**config.mk**
```make
export PLATFORM = sky130hd
export DESIGN_NAME = stopwatch_control_flat
export DESIGN_NICKNAME = d
export VERILOG_FILES = /design/src/rtl/stopwatch_control_if.sv /design/src/rtl/stopwatch_control.sv /design/src/flat_wrapper.sv
export SDC_FILE = /design/constraint.sdc
export NUM_CORES = 1
export LEC_CHECK = 0
export CAP_MARGIN = 20
export CORE_ASPECT_RATIO = 2
export CORE_MARGIN = 3
export CORE_UTILIZATION = 55
export CTS_CLUSTER_DIAMETER = 150
export DETAILED_ROUTE_END_ITERATION = 8
export GPL_TIMING_DRIVEN = 0
export PLACE_DENSITY = 0.75
export SYNTH_ARGS = -nofsm -noshare
export SYNTH_HDL_FRONTEND = slang
export SYNTH_SLANG_ARGS = --single-unit
```
**constraint.sdc**
```tcl
create_clock -name clk -period 3.49 [get_ports clk]
set_clock_uncertainty 0.2 [all_clocks]
set_input_delay 0.5235 -clock clk [delete_from_list [all_inputs] [get_ports clk]]
set_output_delay 0.5235 -clock clk [all_outputs]
set_load 0.05 [all_outputs]
```
**src/rtl/stopwatch_control_if.sv**
```systemverilog
// Debounced button pulses in, registered BCD display digits and status out.
interface stopwatch_control_if;
  logic       start_stop_pulse;
  logic       clear_pulse;
  logic       lap_pulse;
  logic [3:0] sec_tens;
  logic [3:0] sec_ones;
  logic [3:0] csec_tens;
  logic [3:0] csec_ones;
  logic       running;
  logic       lap_active;
  logic       overflow;

  modport master (
    output start_stop_pulse, clear_pulse, lap_pulse,
    input  sec_tens, sec_ones, csec_tens, csec_ones,
    input  running, lap_active, overflow
  );

  modport slave (
    input  start_stop_pulse, clear_pulse, lap_pulse,
    output sec_tens, sec_ones, csec_tens, csec_ones,
    output running, lap_active, overflow
  );
endinterface

```
**src/rtl/stopwatch_control.sv**
```systemverilog
// Stopwatch run/pause/lap FSM, centisecond prescaler and SS.cc BCD counter
// with registered display digits and status flags.
module stopwatch_control #(
  parameter int unsigned TICK_DIVISOR  = 1000000,
  parameter int unsigned PRESCALE_BITS = 20
) (
  input logic                clk,
  input logic                rst_n,
  stopwatch_control_if.slave sw
);

  typedef enum logic [1:0] {
    IDLE  = 2'd0,
    RUN   = 2'd1,
    LAP   = 2'd2,
    PAUSE = 2'd3
  } state_e;

  typedef struct packed {
    logic [3:0] st;
    logic [3:0] so;
    logic [3:0] ct;
    logic [3:0] co;
  } bcd_t;

  localparam logic [PRESCALE_BITS-1:0] PRE_MAX =
    PRESCALE_BITS'(TICK_DIVISOR - 1);

  state_e                   state_q, state_d;
  logic [PRESCALE_BITS-1:0] pre_q, pre_d;
  bcd_t                     cnt_q, cnt_d;
  bcd_t                     lap_q, lap_d;
  bcd_t                     disp_q, disp_d;
  logic                     ovf_q, ovf_d;
  logic                     ovf_o_q;
  logic                     run_q, run_d;
  logic                     lapo_q, lapo_d;
  logic                     clr, ss, lp;
  logic                     live, tick;

  // Priority clear > start_stop > lap; losers are dropped.
  assign clr  = sw.clear_pulse;
  assign ss   = sw.start_stop_pulse & ~clr;
  assign lp   = sw.lap_pulse & ~clr & ~sw.start_stop_pulse;
  assign live = (state_q == RUN) || (state_q == LAP);
  assign tick = live && (pre_q == PRE_MAX);

  function automatic bcd_t bcd_inc(bcd_t c);
    bcd_t n;
    n = c;
    if (c.co != 4'd9) begin
      n.co = c.co + 4'd1;
    end else begin
      n.co = 4'd0;
      if (c.ct != 4'd9) begin
        n.ct = c.ct + 4'd1;
      end else begin
        n.ct = 4'd0;
        if (c.so != 4'd9) begin
          n.so = c.so + 4'd1;
        end else begin
          n.so = 4'd0;
          n.st = (c.st == 4'd5) ? 4'd0 : c.st + 4'd1;
        end
      end
    end
    return n;
  endfunction

  always_ff @(posedge clk or negedge rst_n) begin
    if (!rst_n) begin
      state_q <= IDLE;
    end else begin
      state_q <= state_d;
    end
  end

  always_comb begin
    state_d = state_q;
    unique case (1'b1)
      clr: state_d = IDLE;
      ss:  state_d = live ? PAUSE : RUN;
      lp: begin
        if (state_q == RUN) begin
          state_d = LAP;
        end else if (state_q == LAP) begin
          state_d = RUN;
        end
      end
      default: ;
    endcase
  end

  always_comb begin
    disp_d = (state_q == LAP) ? lap_q : cnt_q;
    run_d  = live;
    lapo_d = (state_q == LAP);
  end

  // A tick on the same edge as a move to PAUSE still counts.
  always_comb begin
    pre_d = pre_q;
    cnt_d = cnt_q;
    lap_d = lap_q;
    ovf_d = ovf_q;
    if (clr) begin
      pre_d = '0;
      cnt_d = '0;
      lap_d = '0;
      ovf_d = 1'b0;
    end else begin
      if (tick) begin
        pre_d = '0;
        cnt_d = bcd_inc(cnt_q);
        if (cnt_q == 16'h5999) begin
          ovf_d = 1'b1;
        end
      end else if (live) begin
        pre_d = pre_q + 1'b1;
      end
      if (lp && state_q == RUN) begin
        lap_d = cnt_q;
      end
    end
  end

  always_ff @(posedge clk or negedge rst_n) begin
    if (!rst_n) begin
      pre_q   <= '0;
      cnt_q   <= '0;
      lap_q   <= '0;
      ovf_q   <= 1'b0;
      disp_q  <= '0;
      run_q   <= 1'b0;
      lapo_q  <= 1'b0;
      ovf_o_q <= 1'b0;
    end else begin
      pre_q   <= pre_d;
      cnt_q   <= cnt_d;
      lap_q   <= lap_d;
      ovf_q   <= ovf_d;
      disp_q  <= disp_d;
      run_q   <= run_d;
      lapo_q  <= lapo_d;
      ovf_o_q <= ovf_q;
    end
  end

  assign sw.sec_tens   = disp_q.st;
  assign sw.sec_ones   = disp_q.so;
  assign sw.csec_tens  = disp_q.ct;
  assign sw.csec_ones  = disp_q.co;
  assign sw.running    = run_q;
  assign sw.lap_active = lapo_q;
  assign sw.overflow   = ovf_o_q;

endmodule
```
**src/flat_wrapper.sv**
```systemverilog
// flat-port wrapper written by rule: the top's interface ports become plain ports
module stopwatch_control_flat 
#(
  parameter int unsigned TICK_DIVISOR  = 1000000,
  parameter int unsigned PRESCALE_BITS = 20
)
  (clk, rst_n, sw_start_stop_pulse, sw_clear_pulse, sw_lap_pulse, sw_sec_tens, sw_sec_ones, sw_csec_tens, sw_csec_ones, sw_running, sw_lap_active, sw_overflow);
  stopwatch_control_if sw_i ();
  input logic clk;
  input logic rst_n;
  input wire logic [$bits(sw_i.start_stop_pulse)-1:0] sw_start_stop_pulse;
  input wire logic [$bits(sw_i.clear_pulse)-1:0] sw_clear_pulse;
  input wire logic [$bits(sw_i.lap_pulse)-1:0] sw_lap_pulse;
  output wire logic [$bits(sw_i.sec_tens)-1:0] sw_sec_tens;
  output wire logic [$bits(sw_i.sec_ones)-1:0] sw_sec_ones;
  output wire logic [$bits(sw_i.csec_tens)-1:0] sw_csec_tens;
  output wire logic [$bits(sw_i.csec_ones)-1:0] sw_csec_ones;
  output wire logic [$bits(sw_i.running)-1:0] sw_running;
  output wire logic [$bits(sw_i.lap_active)-1:0] sw_lap_active;
  output wire logic [$bits(sw_i.overflow)-1:0] sw_overflow;
  assign sw_i.start_stop_pulse = sw_start_stop_pulse;
  assign sw_i.clear_pulse = sw_clear_pulse;
  assign sw_i.lap_pulse = sw_lap_pulse;
  assign sw_sec_tens = sw_i.sec_tens;
  assign sw_sec_ones = sw_i.sec_ones;
  assign sw_csec_tens = sw_i.csec_tens;
  assign sw_csec_ones = sw_i.csec_ones;
  assign sw_running = sw_i.running;
  assign sw_lap_active = sw_i.lap_active;
  assign sw_overflow = sw_i.overflow;
  stopwatch_control #(.TICK_DIVISOR(TICK_DIVISOR), .PRESCALE_BITS(PRESCALE_BITS)) u_core (.clk(clk), .rst_n(rst_n), .sw(sw_i));
endmodule
```
---- Yosys cells after proc, flatten, opt, wreduce, memory -nomap -nowiden ----
Index checks and enable logic that the tools add are counted.
word-level totals
  logic and storage cells ................. 75
  input port bits ......................... 5
  register bits ........................... 74
  output and inout bits ................... 19
operators by class
  bitwise logic cells ..................... 5
  reduce and logical (&&, ||, !) cells .... 13
  equality and inequality tests ........... 12
  multiplexer cells ....................... 22
  add/subtract/negate cells ............... 5
operators with widths
  kind                   number
  $mux 16                5
  $mux 20                3
  $add 20x1->20 const B  1
  $eq 20x20->1 const B   1
  $mux 4                 5
  $add 4x1->4 const B    4
  $eq 16x15->1 const B   1
  $mux 12                1
  $ne 4x4->1 const B     3
  $mux 8                 1
  $mux 2                 3
  $ne 2x2->1 const B     3
  $pmux 2 s3             1
  $reduce_and 2->1       3
  $reduce_bool 2->1      3
  $reduce_bool 3->1      2
  $eq 4x3->1 const B     1
  $reduce_and 4->1       1
  $and 1x1->1            3
  $mux 1                 3
  $ne 3x2->1 const B     1
  $reduce_and 3->1       1
  $eq 2x1->1 const B     1
  $eq 2x2->1 const B     1
  3 further kinds        5

---- Logic depth before layout (Yosys ltp) ----
Gate-level depths: netlist of run 1.
  depth in word-level cells ............... 7
  gate-level depth with buffers ........... 10
  gate-level depth less buffers ........... 7

---- Least setup slack after synthesis of run 1 ----
Ideal clock, no wire load.
  path type ............................... register to register
  from .................................... register u_core.state_q[0]
  to ...................................... register u_core.cnt_q[9] (netlist bit)
  slack ................................... 1.160 ns
  cell stages (with the launch flop) ...... 11
  buffers on the path ..................... 3
  clock period less this slack ............ 2.330 ns
  required time ........................... 3.212 ns
  arrival ................................. 2.052 ns
  setup time .............................. 0.078 ns
  cells stage by stage .................... dfrtp_1 inv_1 ha_1 and3b_1 buf_4 and4_1 buf_4 nand4_4 buf_6 or3_1 a21oi_1
on the way
  word-level cells in the longest chain between the ends .. 5
  elaborated cells between the ends (all ways) .. 6
  classes of those cells .................. eq/ne: 2; reduce/logical: 4
ends and longest elaborated chain
  what                                      RTL line                  RTL
  start: declaration                        stopwatch_control.sv:29   state_e state_q, state_d;
  start signal: assignment                  stopwatch_control.sv:74   state_q <= state_d;
  $eq 2x1->1 or $eq 2x2->1 (tied branches)  stopwatch_control.sv:45   assign live = (state_q == RUN) || (state_q == LAP);
  $logic_or 1x1->1 *                        stopwatch_control.sv:45
  $logic_and 1x1->1 *                       stopwatch_control.sv:46   assign tick = live && (pre_q == PRE_MAX);
  $reduce_bool 2->1 (no line) *             n/a
  $reduce_and 3->1 (no line) *              n/a
  end signal: assignment                    stopwatch_control.sv:139  cnt_q <= cnt_d;
  end: declaration                          stopwatch_control.sv:31   bcd_t cnt_q, cnt_d;
Every way passes the cells marked *; elsewhere a longest branch is shown, timed or not.
A chain may end at the register's enable or synchronous reset.

---- Final worst setup path of run 1 ----
  from .................................... register u_core.state_q[0]
  to ...................................... register u_core.pre_q[10]
on the way
  word-level cells in the longest chain between the ends .. 5
  elaborated cells between the ends (all ways) .. 7
  classes of those cells .................. eq/ne: 2; mux: 2; reduce/logical: 3
ends and longest elaborated chain
  what                                      RTL line                  RTL
  $eq 2x1->1 or $eq 2x2->1 (tied branches)  stopwatch_control.sv:45
  $logic_or 1x1->1 *                        stopwatch_control.sv:45
  $logic_and 1x1->1                         stopwatch_control.sv:46
  $mux 20                                   stopwatch_control.sv:112  if (tick) begin
  $mux 20                                   stopwatch_control.sv:106  if (clr) begin
  end signal: assignment                    stopwatch_control.sv:138  pre_q <= pre_d;
  end: declaration                          stopwatch_control.sv:30   logic [PRESCALE_BITS-1:0] pre_q, pre_d;
Marks and branches as above.

==> implementation parameters, run 1 <==
Parameter                              Value

Outcome
  Outcome ... completed

Clock tree
  Total number of H-tree levels ... 3
  CTS clock-pin slew for the worst setup and hold paths ... 0.06 ns
  Root buffer cell ... clkbuf_16
  TritonCTS Buffers ... 9
  Number of buffers on the longest clock path ... 2
  Post-CTS Setup Repair Bufs ... 0
  Number of clock sinks seen by CTS ... 74
  Insertion delay to the later sink of the worst-skew pair ... 0.33 ns
  Clock tree from TritonCTS ... yes

Floorplanning
  Starting Density ... 57.0%
  Standard-cell row count ... 40
  Core Footprint ... 6010 um2
  Number of ports placed on the die boundary ... 24
  Die area ... 7270 um2
  Horizontal die dimension ... 61.8 um
  Chip height ... 118 um

Logic synthesis
  Largest cells by area after synthesis ... dfrtp_1 54%, nor2_1 4.6%, nand2_1 4.2%
  Nets in the synthesized netlist ... 343
  Gate Count Post-Synth ... 329
  Ys flop type ... dfrtp_1
  Post-synth top area share ... 54.1%
  Number of flops mapped to enable cells by yosys ... 0
  Post-synth ARST share ... 100%
  Cell area after synthesis ... 3430 um2
  Avg Cell Area, Syn ... 10.4 um2
  Fraction of the yosys area taken by sequential cells ... 54.1%
  Yosys warning total ... 0
  Cell type contributing the most total cell area after synthesis ... dfrtp_1
  #FFs+latches synth ... 74
  Number of distinct library cell variants in the gate-level netlist after synthesis ... 45

Setup path
  Worst-path cell with the longest stage delay ... ha_1
  Highest fanout seen on the critical path ... 10
  Category of the most critical setup path ... reg2reg
  Critical path's largest stage delay ... 0.38 ns
  Cell breakdown of the critical path ... inv_1 -> ha_1 -> and3b_1 -> buf_4 -> and4_1 -> buf_4 -> nand2_1 -> nand2_1 -> buf_2 -> nor2_1
  CP Data Arrival Time ... 2.63 ns
  CP Data Required Time ... 3.50 ns
  CP startpoint kind ... flip-flop
  Type of element capturing the critical path ... flip-flop

STA
  Minimum setup slack in the final design ... 0.866 ns
  Final total negative setup slack ... 0 ns
  Unrepaired setup endpoints after global routing ... false
  Number of hold-slack violations in the final timing report ... 0
  Period utilisation layout ... 75.2%
  Pins over their slew limit ... 0
  Total of endpoints with negative setup slack in the final report ... 0
  Normalized max-slew margin ... 55.9%
  Time the final worst path needs with I/O delays and setup ... 2.62 ns
  Worst-margin pin slew ... 0.661 ns
  Upper clock frequency limit ... 0.381 GHz

Cells and area
  Number of non-filler instances in the completed layout ... 432
  Number of diodes ... 0
  Utilization after layout ... 67.6%
  Final net count ... 378
  Share of post-route cells with drive strength above 1 ... 9.76%
  Area overhead of the layout relative to synthesis ... 18.5%

Detailed routing
  Count of routing violations after the opening detailed-route iteration ... 168
  Vias post-DR ... 2,484
  Pre-Repair DR Iteration Count ... 4
  WL/cell ... 16.1 um
  Drt drc ... 0
  Total Routed Length ... 6950 um
  DRT antenna net count ... 0
  Drt via density ... 5.75

Power and ir drop
  Static leakage ... 1.83 nW
  Total power per unit cell area ... 468 nW/um2
  VDD IR-drop max ... 344 uV

Placed design
  Number of buffers added on ports ... 22
  Final HPWL DP ... 4750 um
  Placed Cells ... 415
  Weighted congestion reported at the end of routability-driven placement ... 0.814
  Pre-CTS WS ... 0.741 ns

GRT
  Initial antenna violation count ... 0
  Total global-route track usage ... 22.2%
  Wire length of the first global-routing pass ... 12,000 um
  Pin count of the biggest net entering global routing ... 66
  Vias in the first global route ... 2,551
  Remaining global-route overflow ... 0

Hold path
  Type of the worst min-delay path ... reg2reg

Job
  Max capacitance violation total ... 0
## logic make-up (layout without fill, tap and decap cells)
| kind of cell | after synthesis | count (layout) | synth area share (%) |
|---|---|---|---|
| and+or+nand+nor | 135 | 135 | 20.3 |
| DFF | 74 | 74 | 54.1 |
| AOI/OAI and AO/OA | 38 | 38 | 6.32 |
| buffers and inverters | 30 | 70 | 3.80 |
| muxes | 22 | 22 | 6.87 |
| xor gates and xnor gates | 21 | 21 | 5.37 |
| adders and majority gates | 9 | 9 | 3.29 |
## placed cells by master (no fill, tap or decap), types with 10 or more instances in the layout
cell type / instances
dfrtp_1: 74
nor2_1: 42
nand2_1: 38
clkdlybuf4s50_1: 21
o21ai_0: 19
clkbuf_1: 15
xnor2_1: 13
inv_1: 12
mux2_2: 12
nand3_1: 10
mux2i_1: 10
## sequential cells by signal (all words and copies together) (netlist names)
signal and flops:
u_core.lap_q 16, u_core.sw.sec_ones 4, u_core.sw.csec_tens 4, u_core.ovf_q 1, u_core.cnt_q 16, u_core.state_q 2, u_core.sw.csec_ones 4, u_core.sw.lap_active 1
u_core.sw.overflow 1, u_core.sw.running 1, u_core.pre_q 20, u_core.sw.sec_tens 4
## power by group
group	leakage, nW	switching, W	internal (W)
clock	0.147	0.000324	0.000592
sequential	1.03	0.00000720	0.000869
combinational	0.652	0.0000709	0.0000343
## synth_stat cells, types with 3 or more instances
| cell type | count |
|---|---|
| mux2i_1 | 10 |
| ha_1 | 9 |
| nand3_1 | 10 |
| xnor2_1 | 13 |
| nand2_1 | 38 |
| nand3b_1 | 3 |
| nor2_1 | 42 |
| and3b_1 | 4 |
| or3_1 | 6 |
| mux2_2 | 12 |
| a21oi_1 | 9 |
| nor2b_1 | 3 |
| xor2_1 | 8 |
| nand4_1 | 4 |
| o21ai_0 | 19 |
| and3_1 | 5 |
| and4_1 | 5 |
| dfrtp_1 | 74 |
| inv_1 | 12 |
| clkbuf_1 | 12 |
## per-layer routing
layer / vias to the layer above / part of all wire (%) / GRT usage [%]
met1: 1248 / 39 / 26.2
met5: - / 0 / 0
met4: 0 / 2.7 / 10.5
met2: 37 / 56 / 36.2
met3: 16 / 2.9 / 5.27
li1: 1183 / - / -
## repair_timing
item | CTS | global route
endpoints found under the hold margin | 9 | 0
hold buffers | 1 | 0
resized for setup | 0 | 0
endpoints found under the setup margin | 0 | 0
## per-stage QoR
step | instance area (um2) | hold WS (ns) | total power, W
6_report | 4060 | 0.189 | 0.00190
3_3_place_gp | 3720 | 0.166 | 0.000991
4_1_cts | 4060 | 0.192 | 0.00192
3_5_place_dp | 3750 | 0.169 | 0.000998
2_1_floorplan | 3430 | 0.0279 | 0.000948
5_1_grt | 4060 | 0.210 | 0.00197
## worst max-delay path, delay by kind of cell (launching register included)
kind | cells | cell delay [ns]
and+or+nand+nor | 5 | 0.92
DFF | 1 | 0.37
adders and majority gates | 1 | 0.38
buffers and inverters | 4 | 0.64
## final cells by class
class | count | area, um2
multi-input cells | 225 | 1440
fillers | 461 | 1950
clock buffers | 14 | 264
clock inverters | 2 | 35.0
well taps | 63 | 78.8
flip-flops and latches | 74 | 1850
repair buffers | 24 | 255
plain buffers | 17 | 81.3
inverters | 13 | 48.8
## worst paths after layout
| kind | cells after the start | slack, ns | startpoint | end |
|---|---|---|---|---|
| setup / recovery | 10 | 0.87 | u_core.state_q[0] | u_core.pre_q[10] |
| hold / removal | 0 | 0.19 | u_core.ovf_q | u_core.sw.overflow |
| setup reg to reg | 10 | 0.87 | u_core.state_q[0] | u_core.pre_q[10] |
| hold reg to reg | 0 | 0.19 | u_core.ovf_q | u_core.sw.overflow |
| max in group asynchronous | 3 | 2.17 | rst_n | u_core.cnt_q[6] |
| min in group asynchronous | 2 | 0.37 | rst_n | u_core.pre_q[0] |
Power figures use the tool's default switching activity.
==> run 2, diff against run 1 <==
Settings changed: CORE_UTILIZATION 55 to 53, PLACE_DENSITY 0.75 to 0.76.
Clock period 3.49 ns to 2.3 ns, I/O delays scaled along.
==> run 2 against run 1 <==
Against the previous run:
- maximum frequency rose by 16%
- first-iteration DRC count is 47% lower
- register-to-register slack got worse by 0.82 ns
- via count increased by 1.1%
- final cell count increased by 6.3%
- clock-buffer cell count is 4 lower
- wire length up 5.5%
- clock power rose by 45%
- non-clock buffer count increased by 6
- combinational power rose by 78%
- total power rose by 50%
- critical endpoint is now u_core.cnt_q[9]
==> implementation parameters, run 2 (synthesis results as in run 1) <==
Parameter                              Value

Outcome
  Outcome ... completed

Clock tree
  Total number of H-tree levels ... 3
  Root buffer cell ... clkbuf_16
  Number of clock sinks seen by CTS ... 74
  CTS clock-pin slew for the worst setup and hold paths ... 0.05 ns
  Clock tree from TritonCTS ... yes
  Number of buffers on the longest clock path ... 2
  Insertion delay to the later sink of the worst-skew pair ... 0.33 ns
  TritonCTS Buffers ... 9

GRT
  Wire length of the first global-routing pass ... 12,200 um
  Total global-route track usage ... 21.2%
  Initial antenna violation count ... 0
  Vias in the first global route ... 2,644
  Pin count of the biggest net entering global routing ... 51
  Remaining global-route overflow ... 0

Cells and area
  Most flop-heavy register ... u_core.pre_q
  Top library cells by usage in the layout, fill and taps aside ... 73 x dfrtp_1, 42 x nor2_1, 37 x nand2_1
  Number of diodes ... 0
  Most frequent standard cell in the layout excluding fill and tap cells ... dfrtp_1
  Flip-flop count of the largest register after layout ... 20
  Filler Cell Count ... 485
  Largest registers ranked by flip-flop count ... u_core.pre_q: 20 flops, u_core.cnt_q: 16 flops, u_core.lap_q: 16 flops
  Share of post-route cells with drive strength above 1 ... 17.1%
  Final net count ... 384
  Area overhead of the layout relative to synthesis ... 22.9%
  Final non-filler cell area ... 4210 um2
  Utilization after layout ... 68.4%

Detailed routing
  Uppermost signal routing layer after detailed routing ... met4
  Pre-Repair DR Iteration Count ... 4
  Total Routed Length ... 7340 um
  Count of routing violations after the opening detailed-route iteration ... 89
  Vias post-DR ... 2,512
  Routed metal-1 wirelength ... 2660 um
  Drt drc ... 0
  WL/cell ... 16.0 um
  Routed length on met3 ... 184 um
  DRT antenna net count ... 0
  Drt via density ... 5.47
  Detailed route wirelength on metal2 ... 4200 um

Setup path
  Buf/Inv on CP ... 1
  Cell breakdown of the critical path ... ha_4 -> and3b_2 -> and4_4 -> nand4_4 -> buf_6 -> or3_4 -> a21oi_2
  CP Data Arrival Time ... 2.31 ns
  Highest fanout seen on the critical path ... 7
  Type of element capturing the critical path ... flip-flop
  CP startpoint kind ... flip-flop
  Category of the most critical setup path ... reg2reg
  CP Data Required Time ... 2.36 ns
  Critical path's largest stage delay ... 0.42 ns
  Worst-path cell with the longest stage delay ... dfrtp_1
  Largest delay share family, worst path ... simple AND/OR/NAND/NOR gates

Power and ir drop
  Switching part of the total power ... 22.0%
  Total power per unit cell area ... 677 nW/um2
  Static leakage ... 1.88 nW
  Net switching power of the design ... 0.000628 W
  Sequential Power Share ... 46.7%
  Cell-internal power ... 0.00222 W
  Clock network fraction of design power ... 46.7%
  VDD IR-drop max ... 542 uV
  Logic pwr share ... 6.6%

Floorplanning
  Core Footprint ... 6160 um2
  Number of ports placed on the die boundary ... 24
  Horizontal die dimension ... 62.9 um
  Die area ... 7520 um2
  Chip height ... 120 um
  Standard-cell row count ... 40
  Starting Density ... 55.7%

STA
  Period utilisation layout ... 98.0%
  Worst-margin pin slew ... 0.748 ns
  Normalized max-slew margin ... 50.2%
  Total of endpoints with negative setup slack in the final report ... 0
  Upper clock frequency limit ... 0.444 GHz
  Unrepaired setup endpoints after global routing ... true
  Pins over their slew limit ... 0
  Number of hold-slack violations in the final timing report ... 0
  Time the final worst path needs with I/O delays and setup ... 2.25 ns

Placed design
  Weighted congestion reported at the end of routability-driven placement ... 0.821
  Final HPWL DP ... 4980 um
  Number of buffers added on ports ... 22
  Post-detailed-placement cell area ... 3790 um2

Hold path
  Type of the worst min-delay path ... reg2reg

Job
  Max capacitance violation total ... 0
==> run 2: changes by cell type in the layout (fill, tap and decap cells not counted), sizes merged <==
cell | previous run | this run
clkinv | 2 | 5
clkinvlp | 0 | 1
clkbuf | 26 | 21
buf | 7 | 14
==> run 2: area by class of cell <==
cell class / instances / area (um2) / area share [%]
Clock buffer: 10 / 229 / 5.44
Tap cell: 84 / 105 / 2.50
Buffer: 13 / 66.3 / 1.57
Clock inverter: 6 / 57.6 / 1.37
Multi-Input combinational cell: 225 / 1520 / 36.1
Sequential cell: 74 / 1850 / 44.0
Timing Repair Buffer: 34 / 330 / 7.84
Inverter: 13 / 48.8 / 1.16
==> run 2: timing repair <==
| action | in CTS | in global routing |
|---|---|---|
| resized for setup | 7 | 23 |
| setup buffers | 6 | 4 |
| setup endpoints to repair | 32 | 41 |
| pin swaps | 4 | 9 |
| hold buffers | 1 | 0 |
| hold endpoints to repair | 24 | 0 |
==> run 2: through the flow <==
stage	cells	setup TNS, ns	power [W]	setup slack (ns)	hold WS (ns)
finish	459	0	0.00285	0.0459	0.196
global route	459	-0.0647	0.00296	-0.0244	0.216
CTS	458	-0.157	0.00286	-0.0708	0.199
detailed placement	436	-5.62	0.00152	-0.306	0.0742
global placement	435	-138.90	0.00151	-1.83	0.171
floorplan	329	0	0.00145	0.0456	-0.151
==> run 2: per-layer routing <==
metal,up-vias,GRT usage (%)
li1,1195,-
met1,1247,21.9
met2,47,38.7
met3,23,4.21
met4,0,12.9
met5,-,0
==> run 2: worst paths after layout <==
kind                                      end              start  slack, ns  depth (start not counted)
setup / recovery              u_core.cnt_q[9]  u_core.state_q[1]       0.05                          7
hold / removal             u_core.sw.overflow       u_core.ovf_q       0.20                          0
setup reg to reg              u_core.cnt_q[9]  u_core.state_q[1]       0.05                          7
hold reg to reg            u_core.sw.overflow       u_core.ovf_q       0.20                          0
max in group asynchronous    u_core.pre_q[13]              rst_n       1.07                          3
min in group asynchronous   u_core.sw.running              rst_n       0.26                          2
==> run 2: power by group through the flow <==
stage | registers, W | logic (W) | clock network, W
3_3_place_gp | 0.00135 | 0.000157 | 0
3_5_place_dp | 0.00135 | 0.000169 | 0
6_report | 0.00133 | 0.000187 | 0.00133
4_1_cts | 0.00133 | 0.000179 | 0.00135
5_1_grt | 0.00133 | 0.000206 | 0.00142
2_1_floorplan | 0.00137 | 0.0000757 | 0
==> run 2: worst reg2reg max path, cell delays in order (launching register included) <==
cell and delay (ns):
dfrtp_1 0.42, ha_4 0.26, and3b_2 0.26, and4_4 0.27, nand4_4 0.11, buf_6 0.16
or3_4 0.36, a21oi_2 0.13
==> run 3, diff against run 2 <==
Settings changed: REMOVE_ABC_BUFFERS set to 1.
==> run 3 against run 2 <==
Against the previous run:
- wire length is 8.2% lower
- clock-buffer cell count stayed put
- utilization is 0.45 points higher
- final cell count is 1.3% lower
- sequential cell count stayed put
- critical endpoint is now u_core.cnt_q[14]
==> implementation parameters, run 3 (synthesis results as in run 1) <==
Parameter                              Value

Outcome
  Outcome ... completed

Detailed routing
  Routed metal-1 wirelength ... 2590 um
  Drt via density ... 5.32
  DRT antenna net count ... 0
  Drt drc ... 0
  Pre-Repair DR Iteration Count ... 4
  Detailed route wirelength on metal2 ... 3890 um
  Vias post-DR ... 2,411
  Routed length on met3 ... 139 um
  Uppermost signal routing layer after detailed routing ... met4
  Total Routed Length ... 6740 um
  Count of routing violations after the opening detailed-route iteration ... 133
  WL/cell ... 14.9 um

STA
  Number of hold-slack violations in the final timing report ... 0
  Total of endpoints with negative setup slack in the final report ... 0
  Upper clock frequency limit ... 0.444 GHz
  Time the final worst path needs with I/O delays and setup ... 2.25 ns
  Unrepaired setup endpoints after global routing ... true
  Pins over their slew limit ... 0
  Worst-margin pin slew ... 0.656 ns
  Normalized max-slew margin ... 56.3%
  Final total negative setup slack ... 0 ns
  Period utilisation layout ... 97.9%

Floorplanning
  Number of ports placed on the die boundary ... 24
  Core Footprint ... 6160 um2
  Starting Density ... 55.7%
  Horizontal die dimension ... 62.9 um
  Die area ... 7520 um2
  Chip height ... 120 um
  Standard-cell row count ... 40

Clock tree
  Insertion delay to the later sink of the worst-skew pair ... 0.33 ns
  Clock tree from TritonCTS ... yes
  CTS clock-pin slew for the worst setup and hold paths ... 0.05 ns
  Number of buffers on the longest clock path ... 2
  Total number of H-tree levels ... 3
  Root buffer cell ... clkbuf_16
  TritonCTS Buffers ... 9
  Number of clock sinks seen by CTS ... 74

Setup path
  Cell breakdown of the critical path ... ha_4 -> and3b_2 -> and4_4 -> nand4_4 -> or4_4 -> a21oi_2
  Critical path's largest stage delay ... 0.54 ns
  CP Data Required Time ... 2.35 ns
  Type of element capturing the critical path ... flip-flop
  CP Data Arrival Time ... 2.30 ns
  Highest fanout seen on the critical path ... 5
  CP startpoint kind ... flip-flop
  Worst-path cell with the longest stage delay ... or4_4
  Category of the most critical setup path ... reg2reg

GRT
  Vias in the first global route ... 2,493
  Initial antenna violation count ... 0
  Remaining global-route overflow ... 0
  Pin count of the biggest net entering global routing ... 59
  Wire length of the first global-routing pass ... 11,500 um
  Total global-route track usage ... 19.8%

Power and ir drop
  Sequential Power Share ... 43.3%
  Logic pwr share ... 5.7%
  Clock network fraction of design power ... 51.0%
  Total power per unit cell area ... 725 nW/um2
  Net switching power of the design ... 0.000635 W
  VDD IR-drop max ... 411 uV
  Cell-internal power ... 0.00244 W
  Total power ... 0.00308 W
  Switching part of the total power ... 20.6%
  Static leakage ... 1.91 nW

Cells and area
  Area overhead of the layout relative to synthesis ... 23.7%
  Top library cells by usage in the layout, fill and taps aside ... 74 x dfrtp_1, 42 x nor2_1, 37 x nand2_1
  Number of diodes ... 0
  Most flop-heavy register ... u_core.pre_q
  Largest registers ranked by flip-flop count ... u_core.pre_q: 20 flops, u_core.cnt_q: 16 flops, u_core.lap_q: 16 flops
  Most frequent standard cell in the layout excluding fill and tap cells ... dfrtp_1
  Share of post-route cells with drive strength above 1 ... 17.3%
  Filler Cell Count ... 482
  Flip-flop count of the largest register after layout ... 20
  Final net count ... 378

Job
  Max capacitance violation total ... 0

Placed design
  Weighted congestion reported at the end of routability-driven placement ... 0.801
  Final HPWL DP ... 4390 um
  Number of buffers added on ports ... 23

Hold path
  Type of the worst min-delay path ... reg2reg
run 3: what timing repair did:
action / 4_1_cts / 5_1_grt
gates resized for setup: 12 / 6
cloned: 1 / 0
buffers inserted: 6 / 8
pin swaps: 1 / 7
hold buffers: 1 / 0
setup endpoints to repair: 54 / 13
endpoints found under the hold margin: 30 / 0
run 3: power by group through the flow:
stage          sequential (W)  combinational (W)  clock (W)
6_report              0.00133           0.000176    0.00157
3_3_place_gp          0.00135           0.000147          0
5_1_grt               0.00133           0.000193    0.00164
3_5_place_dp          0.00135           0.000159          0
4_1_cts               0.00133           0.000171    0.00160
2_1_floorplan         0.00137          0.0000619          0
run 3: path summary, 6_finish.rpt:
check | start | end | slack, ns | cells past startpoint
min in group asynchronous | rst_n | u_core.pre_q[4] | 0.22 | 2
worst min-delay path | u_core.ovf_q | u_core.sw.overflow | 0.19 | 0
worst max-delay path | u_core.state_q[1] | u_core.cnt_q[14] | 0.05 | 6
worst min register to register | u_core.ovf_q | u_core.sw.overflow | 0.19 | 0
worst max register to register | u_core.state_q[1] | u_core.cnt_q[14] | 0.05 | 6
max in group asynchronous | rst_n | u_core.cnt_q[11] | 1.14 | 3
run 3: per-stage QoR:
step	util, %	setup WS [ns]	hold WS [ns]	instance area (um2)	cells
after floorplan	-	-1.20	-0.151	3340	312
after global placement	59.8	-3.31	0.166	3680	419
after detailed placement	60.6	-1.31	0.0319	3730	421
after CTS	67.5	0.00847	0.190	4160	445
after global routing	68.9	-0.0188	0.198	4240	453
final	68.9	0.0491	0.186	4240	453
run 3: critical path, delay by kind of cell, from the launching register on:
family | cells | cell delay, ns
AND/OR/NAND/NOR | 4 | 1.17
flip-flops | 1 | 0.41
adder cells (fa/ha/maj) | 1 | 0.27
AO/OA/AOI/OAI | 1 | 0.12
run 3: final cells by class:
cell class	count	area [um2]	area share [%]
flip-flops and latches	74	1850	43.7
multi-input cells	226	1520	35.7
repair buffers	40	383	9.03
clock buffers	10	229	5.40
clock inverters	6	105	2.48
well taps	84	105	2.48
inverters	13	50.0	1.18
run 3: metal layers:
metal | track usage (%) | vias to the layer above
met1 | 21.0 | 1195
met4 | 9.82 | 0
li1 | - | 1185
met3 | 4.59 | 8
met2 | 35.9 | 23
met5 | 0 | -
